### src/rtl/freelist_ctrl_pkg.sv
// Shared core constants and types for the rename free list.
package freelist_ctrl_pkg;

  localparam int CORE_NUM_PREGS = 32;
  localparam int CORE_NUM_ARCH  = 16;
  localparam int CORE_TAG_W     = 5;

  typedef struct packed {
    logic [1:0] en;
    logic       stall;
  } fl_grant_t;

  function automatic logic [1:0] popcnt2(input logic [1:0] v);
    return {1'b0, v[0]} + {1'b0, v[1]};
  endfunction

endpackage

### src/rtl/freelist_ctrl.sv
// Two-wide physical-register free list with speculative/commit heads and
// mispredict recovery; grants are combinational from registered state.
module freelist_ctrl
  import freelist_ctrl_pkg::*;
#(
  parameter  int NUM_PREGS = CORE_NUM_PREGS,
  parameter  int NUM_ARCH  = CORE_NUM_ARCH,
  parameter  int TAG_W     = CORE_TAG_W,
  localparam int DEPTH     = NUM_PREGS - NUM_ARCH,
  localparam int CNT_W     = $clog2(DEPTH + 1)
) (
  input  logic                  clk,
  input  logic                  rst,
  input  logic                  recovery_en,
  input  logic [1:0]            alloc_req,
  input  logic [1:0]            retire_en,
  input  logic [1:0][TAG_W-1:0] retire_old_tag,
  output logic [1:0]            freelist_en,
  output logic [1:0][TAG_W-1:0] next_free,
  output logic                  alloc_stall,
  output logic [CNT_W-1:0]      free_count,
  output logic                  err
);

  localparam int               PTR_W   = $clog2(DEPTH);
  localparam logic [PTR_W:0]   DEPTH_P = (PTR_W+1)'(DEPTH);
  localparam logic [CNT_W:0]   DEPTH_C = (CNT_W+1)'(DEPTH);

  logic [TAG_W-1:0] tags [DEPTH];
  logic [PTR_W-1:0] spec_head;
  logic [PTR_W-1:0] commit_head;
  logic [PTR_W-1:0] tail;
  logic [CNT_W-1:0] count;
  logic             err_flag;

  fl_grant_t        grant;
  logic [1:0]       alloc_k;
  logic [1:0]       granted_k;
  logic [1:0]       ret_k;
  logic [1:0]       eff_ret_en;
  logic [1:0]       eff_ret_k;
  logic [PTR_W-1:0] head_plus1;
  logic [PTR_W-1:0] tail_slot1;
  logic [PTR_W-1:0] commit_nxt;
  logic [CNT_W:0]   count_sum;
  logic [CNT_W:0]   count_nxt;
  logic             ovf;
  logic             under;

  // Pointer advance by 0..2 with wrap at DEPTH (DEPTH need not be a power of two).
  function automatic logic [PTR_W-1:0] wrap_add(input logic [PTR_W-1:0] ptr,
                                                 input logic [1:0]       inc);
    logic [PTR_W:0] sum;
    sum = {1'b0, ptr} + (PTR_W+1)'(inc);
    if (sum >= DEPTH_P) sum = sum - DEPTH_P;
    return sum[PTR_W-1:0];
  endfunction

  always_comb begin
    alloc_k = popcnt2(alloc_req);
    grant   = '0;
    if (!rst && !recovery_en && alloc_k != 2'd0) begin
      if (CNT_W'(alloc_k) <= count) grant.en    = alloc_req;
      else                          grant.stall = 1'b1;
    end
    granted_k = (grant.en != 2'b00) ? alloc_k : 2'd0;
  end

  // Lowest requesting slot takes the head; slot1 takes head+1 only if slot0 also asked.
  always_comb begin
    head_plus1   = wrap_add(spec_head, 2'd1);
    next_free[0] = tags[spec_head];
    next_free[1] = alloc_req[0] ? tags[head_plus1] : tags[spec_head];
  end

  // Retires that would overfill the list are dropped and flagged.
  always_comb begin
    ret_k      = popcnt2(retire_en);
    count_sum  = {1'b0, count} + (CNT_W+1)'(ret_k) - (CNT_W+1)'(granted_k);
    ovf        = count_sum > DEPTH_C;
    under      = (CNT_W+1)'(granted_k) > {1'b0, count};
    eff_ret_en = ovf ? 2'b00 : retire_en;
    eff_ret_k  = ovf ? 2'd0  : ret_k;
    count_nxt  = ovf ? ({1'b0, count} - (CNT_W+1)'(granted_k)) : count_sum;
    tail_slot1 = eff_ret_en[0] ? wrap_add(tail, 2'd1) : tail;
    commit_nxt = wrap_add(commit_head, eff_ret_k);
  end

  always_ff @(posedge clk) begin
    if (rst) begin
      for (int i = 0; i < DEPTH; i++) tags[i] <= TAG_W'(NUM_ARCH + i);
      spec_head   <= '0;
      commit_head <= '0;
      tail        <= '0;
      count       <= CNT_W'(DEPTH);
      err_flag    <= 1'b0;
    end else begin
      if (eff_ret_en[0]) tags[tail]       <= retire_old_tag[0];
      if (eff_ret_en[1]) tags[tail_slot1] <= retire_old_tag[1];
      tail        <= wrap_add(tail, eff_ret_k);
      commit_head <= commit_nxt;
      if (recovery_en) begin
        spec_head <= commit_nxt;
        count     <= CNT_W'(DEPTH);
      end else begin
        spec_head <= wrap_add(spec_head, granted_k);
        count     <= count_nxt[CNT_W-1:0];
      end
      if (ovf || under) err_flag <= 1'b1;
    end
  end

  assign freelist_en = grant.en;
  assign alloc_stall = grant.stall;
  assign free_count  = count;
  assign err         = err_flag;

endmodule

### config.mk
export PLATFORM = sky130hd
export DESIGN_NAME = freelist_ctrl
export DESIGN_NICKNAME = d
export VERILOG_FILES = /design/src/rtl/freelist_ctrl_pkg.sv /design/src/rtl/freelist_ctrl.sv
export SDC_FILE = /design/constraint.sdc
export NUM_CORES = 1
export LEC_CHECK = 0
export ABC_AREA = 1
export BUFFER_PORTS_ARGS = -buffer_cell sky130_fd_sc_hd__buf_2
export CORE_ASPECT_RATIO = 0.7
export CORE_MARGIN = 2
export CORE_UTILIZATION = 55
export CTS_CLUSTER_DIAMETER = 120
export DETAILED_ROUTE_END_ITERATION = 10
export PLACE_DENSITY = 0.7
export SYNTH_ARGS = -nofsm -noshare
export SYNTH_HDL_FRONTEND = slang
export SYNTH_SLANG_ARGS = --single-unit
### constraint.sdc
create_clock -name clk -period 8.4 [get_ports clk]
set_input_delay 1.68 -clock clk [delete_from_list [all_inputs] [get_ports clk]]
set_output_delay 1.68 -clock clk [all_outputs]
set_load 0.01 [all_outputs]
Yosys cells after proc, flatten, opt, wreduce, memory -nomap -nowiden
Memory sizes are Yosys's and may differ from the RTL's. A register that Yosys moved wholly into a read port is not among the register bits.
Cells that the tools add are included.
{"block": "op_classes", "addsub": 15, "n_mul": 0, "div": 0, "magnitude_cmp": 8, "n_eq_ne": 0, "shifts": 0, "mux": 30, "bitwise_logic": 0, "reduce_logical": 10}
{"op": "two-way mux 4 bit", "n": 10}
{"op": ">= comparator 5 bit, second input constant", "n": 5}
{"op": "two-way mux 5 bit", "n": 4}
{"op": "subtractor 4 x 1 -> 4 bit, second input constant", "n": 5}
{"op": "adder 4 x 2 -> 5 bit", "n": 3}
{"op": "two-way mux 1 bit", "n": 11}
{"op": "adder 4 x 1 -> 5 bit, second input constant", "n": 2}
{"op": "OR reduction 5 bit", "n": 2}
{"op": "two-way mux 2 bit", "n": 4}
{"op": "adder 5 x 2 -> 6 bit", "n": 1}
{"op": "greater-than comparator 6 x 5 -> 1 bit, second input constant", "n": 1}
{"op": "subtractor 6 x 2 -> 6 bit", "n": 1}
{"op": "greater-than comparator 2 x 5 -> 1 bit", "n": 1}
{"op": "<= comparator 2 x 5 -> 1 bit", "n": 1}
{"op": "subtractor 5 x 2 -> 5 bit", "n": 1}
{"op": "adder 1 x 1 -> 2 bit", "n": 2}
{"op": "nonzero test 2 bit", "n": 2}
{"op": "two-way mux 3 bit", "n": 1}
{"op": "logical AND 1 bit", "n": 2}
{"op": "logical NOT 1 bit", "n": 2}
{"op": "OR reduction 2 bit", "n": 1}
{"op": "logical OR 1 bit", "n": 1}
{"block": "word_totals", "register_bits": 18, "latchBits": 0, "mem_bits_rw": 80, "mem_bits_ro": 0, "input_bits": 17, "wordCells": 69, "mem_count": 1}
{"name": "tags", "words": 16, "word_bits": 5, "read_ports": 2, "rd_clocked_by_memory_dff": 1, "wr": 16, "line": "freelist_ctrl.sv:29", "rtl": "logic [TAG_W-1:0] tags [DEPTH];"}

Longest topological paths before layout
{"block": "logic_depth", "word_depth": 14, "depth_mapped": 34, "ltp_nobuf": 32}

Worst setup path before layout
No wires, ideal clock.
{"block": "synth_path", "path_kind": "input port to flip-flop", "from": "in alloc_req[0]", "to": "reg spec_head[3]", "arrival_ps": 6458, "required_ps": 8326, "setup_slack_ps": 1868, "stages": 31, "n_path_buf": 2, "cell_sequence": "clkbuf_1 -> inv_1 -> ha_1 -> inv_1 -> ha_1 -> nand4_1 -> nand3_1 -> nor2_1 -> inv_1 -> nand3_1 -> inv_1 -> o21ai_0 -> inv_1 -> fa_1 -> inv_1 -> fa_1 -> or2_1 -> nor2_1 -> nand3_2 -> nand2_4 -> nand2_2 -> clkbuf_1 -> nor2_1 -> ha_1 -> nand2_1 -> inv_1 -> o21ai_0 -> o21ai_0 -> a21oi_1 -> nand2_1 -> o21ai_0"}
{"block": "synth_via", "elab_chain_len": 13}
{"item": "from (decl)", "line": "freelist_ctrl.sv:15", "rtl": "input logic [1:0] alloc_req,"}
{"item": "adder 1 x 1 -> 2 bit *", "line": "freelist_ctrl_pkg.sv:14", "rtl": "return {1'b0, v[0]} + {1'b0, v[1]};"}
{"item": "<= comparator 2 x 5 -> 1 bit / nonzero test 2 bit (equally long branches)", "line": "freelist_ctrl.sv:63, freelist_ctrl.sv:62"}
{"item": "two-way mux 2 bit / logical AND 1 bit (equally long branches)", "line": "freelist_ctrl.sv:63, freelist_ctrl.sv:62"}
{"item": "two-way mux 3 bit *", "line": "freelist_ctrl.sv:62", "rtl": "if (!rst && !recovery_en && alloc_k != 2'd0) begin"}
{"item": "via freelist_en[1]", "line": "freelist_ctrl.sv:18", "rtl": "output logic [1:0] freelist_en,"}
{"item": "nonzero test 2 bit *", "line": "freelist_ctrl.sv:66", "rtl": "granted_k = (grant.en != 2'b00) ? alloc_k : 2'd0;"}
{"item": "two-way mux 2 bit *", "line": "freelist_ctrl.sv:66"}
{"item": "subtractor 6 x 2 -> 6 bit", "line": "freelist_ctrl.sv:79", "rtl": "count_sum = {1'b0, count} + (CNT_W+1)'(ret_k) - (CNT_W+1)'(granted_k);"}
{"item": "greater-than comparator 6 x 5 -> 1 bit", "line": "freelist_ctrl.sv:80", "rtl": "ovf = count_sum > DEPTH_C;"}
{"item": "two-way mux 2 bit", "line": "freelist_ctrl.sv:83", "rtl": "eff_ret_k = ovf ? 2'd0 : ret_k;"}
{"item": "adder 4 x 2 -> 5 bit", "line": "freelist_ctrl.sv:54", "rtl": "sum = {1'b0, ptr} + (PTR_W+1)'(inc);"}
{"item": "subtractor 4 x 1 -> 4 bit / >= comparator 5 bit (equally long branches)", "line": "freelist_ctrl.sv:55", "rtl": "if (sum >= DEPTH_P) sum = sum - DEPTH_P;"}
{"item": "two-way mux 4 bit", "line": "freelist_ctrl.sv:55"}
{"item": "two-way mux 4 bit *", "line": "freelist_ctrl.sv:102", "rtl": "if (recovery_en) begin"}
{"item": "to (signal assigned)", "line": "freelist_ctrl.sv:103", "rtl": "spec_head <= commit_nxt;"}
{"item": "to (signal assigned)", "line": "freelist_ctrl.sv:106", "rtl": "spec_head <= wrap_add(spec_head, granted_k);"}
{"item": "to (decl)", "line": "freelist_ctrl.sv:30", "rtl": "logic [PTR_W-1:0] spec_head;"}
Mark *: on every way through the listed nets, which the timed path passes. The rest lies on a longest branch.
A chain may end at the register's enable or synchronous reset.

==> out/metrics.yaml <==
status: "finished, final reports clean"
area_delta_synth_final_pct: 4.96
fin_nets: 1074
maxSlewHeadroom_pct: 22.4
fin_total_pwr_mw: 2.27
fin_crit_ps: 6860
p_comb_share_pct: 54.3
fin_area_um2: 7840
hold_buffers: 0
clock_skew_ps: 10.2
rsz0062_at_grt: "false"
p_int_mw: 1.17
power.net_switching_mw: 1.10
p_per_area_nw_per_um2: 290
core_area_um2: 13200
dp_cells: 1198
path_max_fanout: 24
yosysTopAreaCell: "edfxtp_1"
synthTopCellsByArea: "edfxtp_1 32%, nand2_1 15%, nand3_1 8.5%"
clock_latency_ps: 350
fmax_mhz: 146
clk_pin_slew_ps: 70
cp_data_arrival_time_ps: 6890
maxCapViolCount: 0
seq_power_share_pct: 28.6
cp.buffers_inverters: 7
drc: 0
cts-root-buf: "clkbuf_16"
crit_family: "simple AND/OR/NAND/NOR gates"
die_x_um: 143
drt_iter0_drc: 943
grt-ovfl-total: 0
sw_frac_of_total_pct: 48.6
n_antenna_cell: 0
avgSynthCellArea_um2: 7.16
postSynthCellCount: 1042
whs_ps: 478
ys_ff_latch: 98
synth_fp_nets: 1092
grt_pass1_wl_um: 34000
cp_common_cell: "inv_1"
p_clk_share_pct: 17.1
die_y_um: 101
crit_path_start: "alloc_req[0]"
syn_area_um2: 7460
initial_utilization_pct: 56.4
cts_made_buffers: 9
vias: 7014
place.gp.congestion: 0.948
setup-tns-final_ps: 0
drive_gt1_share_pct: 7.48
report.final.slew_viol_count: 0
synth_ff_type: "edfxtp_1"
max_stage_delay_ps: 540
async_flop_share_pct: 0
crit_required_ps: 8430
finalHoldViolations: 0
cts_num_sinks: 98
finalCritPeriodShare_pct: 81.7
cts_setup_buffers: 0
r2r-start: "free_count[2]"
viasPerCell: 5.78
grt_pass1_vias: 5964
criticalPathCategory: "in -> reg"
seq_area_frac_synth_pct: 37.0
die-area_um2: 14500
yosysUniqueCellTypes: 39
ys_top_cells_by_count: "296 x nand2_1, 127 x nand3_1, 101 x inv_1"
finalSetupViolations: 0
ir_worst_vdd_uv: 144
leakagePower_nw: 3.32
drt_wl_total_um: 22300
crit_slowest_cell: "fa_1"
hpwlAfterDp_um: 16200
yosysMostFrequentCell: "nand2_1"
grt_max_degree: 112
cts_tree: "built"
track_usage_pct: 31.7
post_cts_resized: 0
dpl_cell_area_um2: 7560
ant_nets: 0
portBuffers: 35
first_pass_iters: 8
cts_max_level: 3
tightest_slew_ps: 1160
synth_edf_count: 80
antenna_found_initial: 0
synth_top_area_share_pct: 32.2
fp-row-count: 35
worst_setup_path_start_kind: "primary input"
endpoint_kind: "register"
hold_class: "reg -> reg"
drt-wirelength-per-cell_um: 18.4
min_from: "err"
yosys_warnings: 0
finalNonFillerCells: 1214
io_pins: 36
ctsLongestPathBuffers: 2
==> path summary, 6_finish.rpt <==
path	endpoint	slack (ps)	cells past startpoint
worst min-delay path	err	480	2
worst max-delay path	tags[15][1]	1540	26
worst max register to register	tags[15][1]	2950	23
worst min register to register	err	480	2
==> placed cells by master, fill, tap and decap left out, types with 3 or more instances in the layout <==
cell       instances
clkbuf_1           4
nand4_1            9
ha_1              27
clkinv_2           3
edfxtp_1          80
dfxtp_1           17
a21oi_1           64
nand3b_1           4
nor2_4             8
o221ai_1           8
buf_2             35
o21ai_0           83
buf_4              4
xnor2_1            3
a32oi_1            4
nand2_1          296
o2111ai_1         15
o211ai_1           4
xor2_1             8
inv_1            101
nand3_2            3
nand3_1          127
nand2_2            7
clkbuf_16         10
nor2_1            82
fa_1               6
==> tightest hold or removal path, cell delays in order (launching register included) <==
cell and delay [ps]:
dfxtp_1 320, o21ai_0 80, inv_1 50
==> layer usage <==
layer  share of wire (%)  vias up  routed length, um  GRT usage [%]
li1                    -     3435                  -              -
met1                  47     3147              10500           50.0
met2                  37      392               8240           41.3
met3                  15       40               3250           11.0
met4                 1.6        0                359           6.86
met5                   0        -                  0              0
==> metrics by stage <==
stage | worst slack, ps | utilization (%)
2_1_floorplan | 1870 | -
3_3_place_gp | 1420 | 57.2
3_5_place_dp | 1230 | 57.2
4_1_cts | 1560 | 59.2
5_1_grt | 1050 | 59.2
6_report | 1540 | 59.2
==> cell families (layout without fill, tap and decap cells) <==
family | count (synthesis) | in the layout | share of synthesized area [%]
flops | 98 | 98 | 37.0
xor+xnor | 11 | 11 | 1.29
fa+ha+maj | 33 | 33 | 6.13
simple gates | 543 | 543 | 31.6
buf+inv | 173 | 160 | 9.89
compound gates | 184 | 184 | 14.0
==> area by class of cell <==
| class | count | area, um^2 |
|---|---|---|
| Fill cell | 1249 | 5390 |
| Tap cell | 185 | 231 |
| Clock buffer | 14 | 265 |
| Sequential cell | 98 | 2760 |
| Multi-Input combinational cell | 771 | 3960 |
| Clock inverter | 2 | 10.0 |
| Inverter | 105 | 395 |
| Timing Repair Buffer | 39 | 205 |
==> sequential cells by signal, summed over array words and instances, names as in the netlist <==
name and count:
commit_head 4, err 1, free_count 5, spec_head 4, tags 80, tail 4
==> power groups by stage <==
stage	combinational, mW	sequential (mW)	clock (mW)
after floorplan	0.963	0.635	0
after global placement	1.19	0.656	0
after detailed placement	1.20	0.657	0
after CTS	1.21	0.646	0.390
after global routing	1.38	0.654	0.407
final	1.23	0.650	0.388
(Power assumes the default switching activity.)
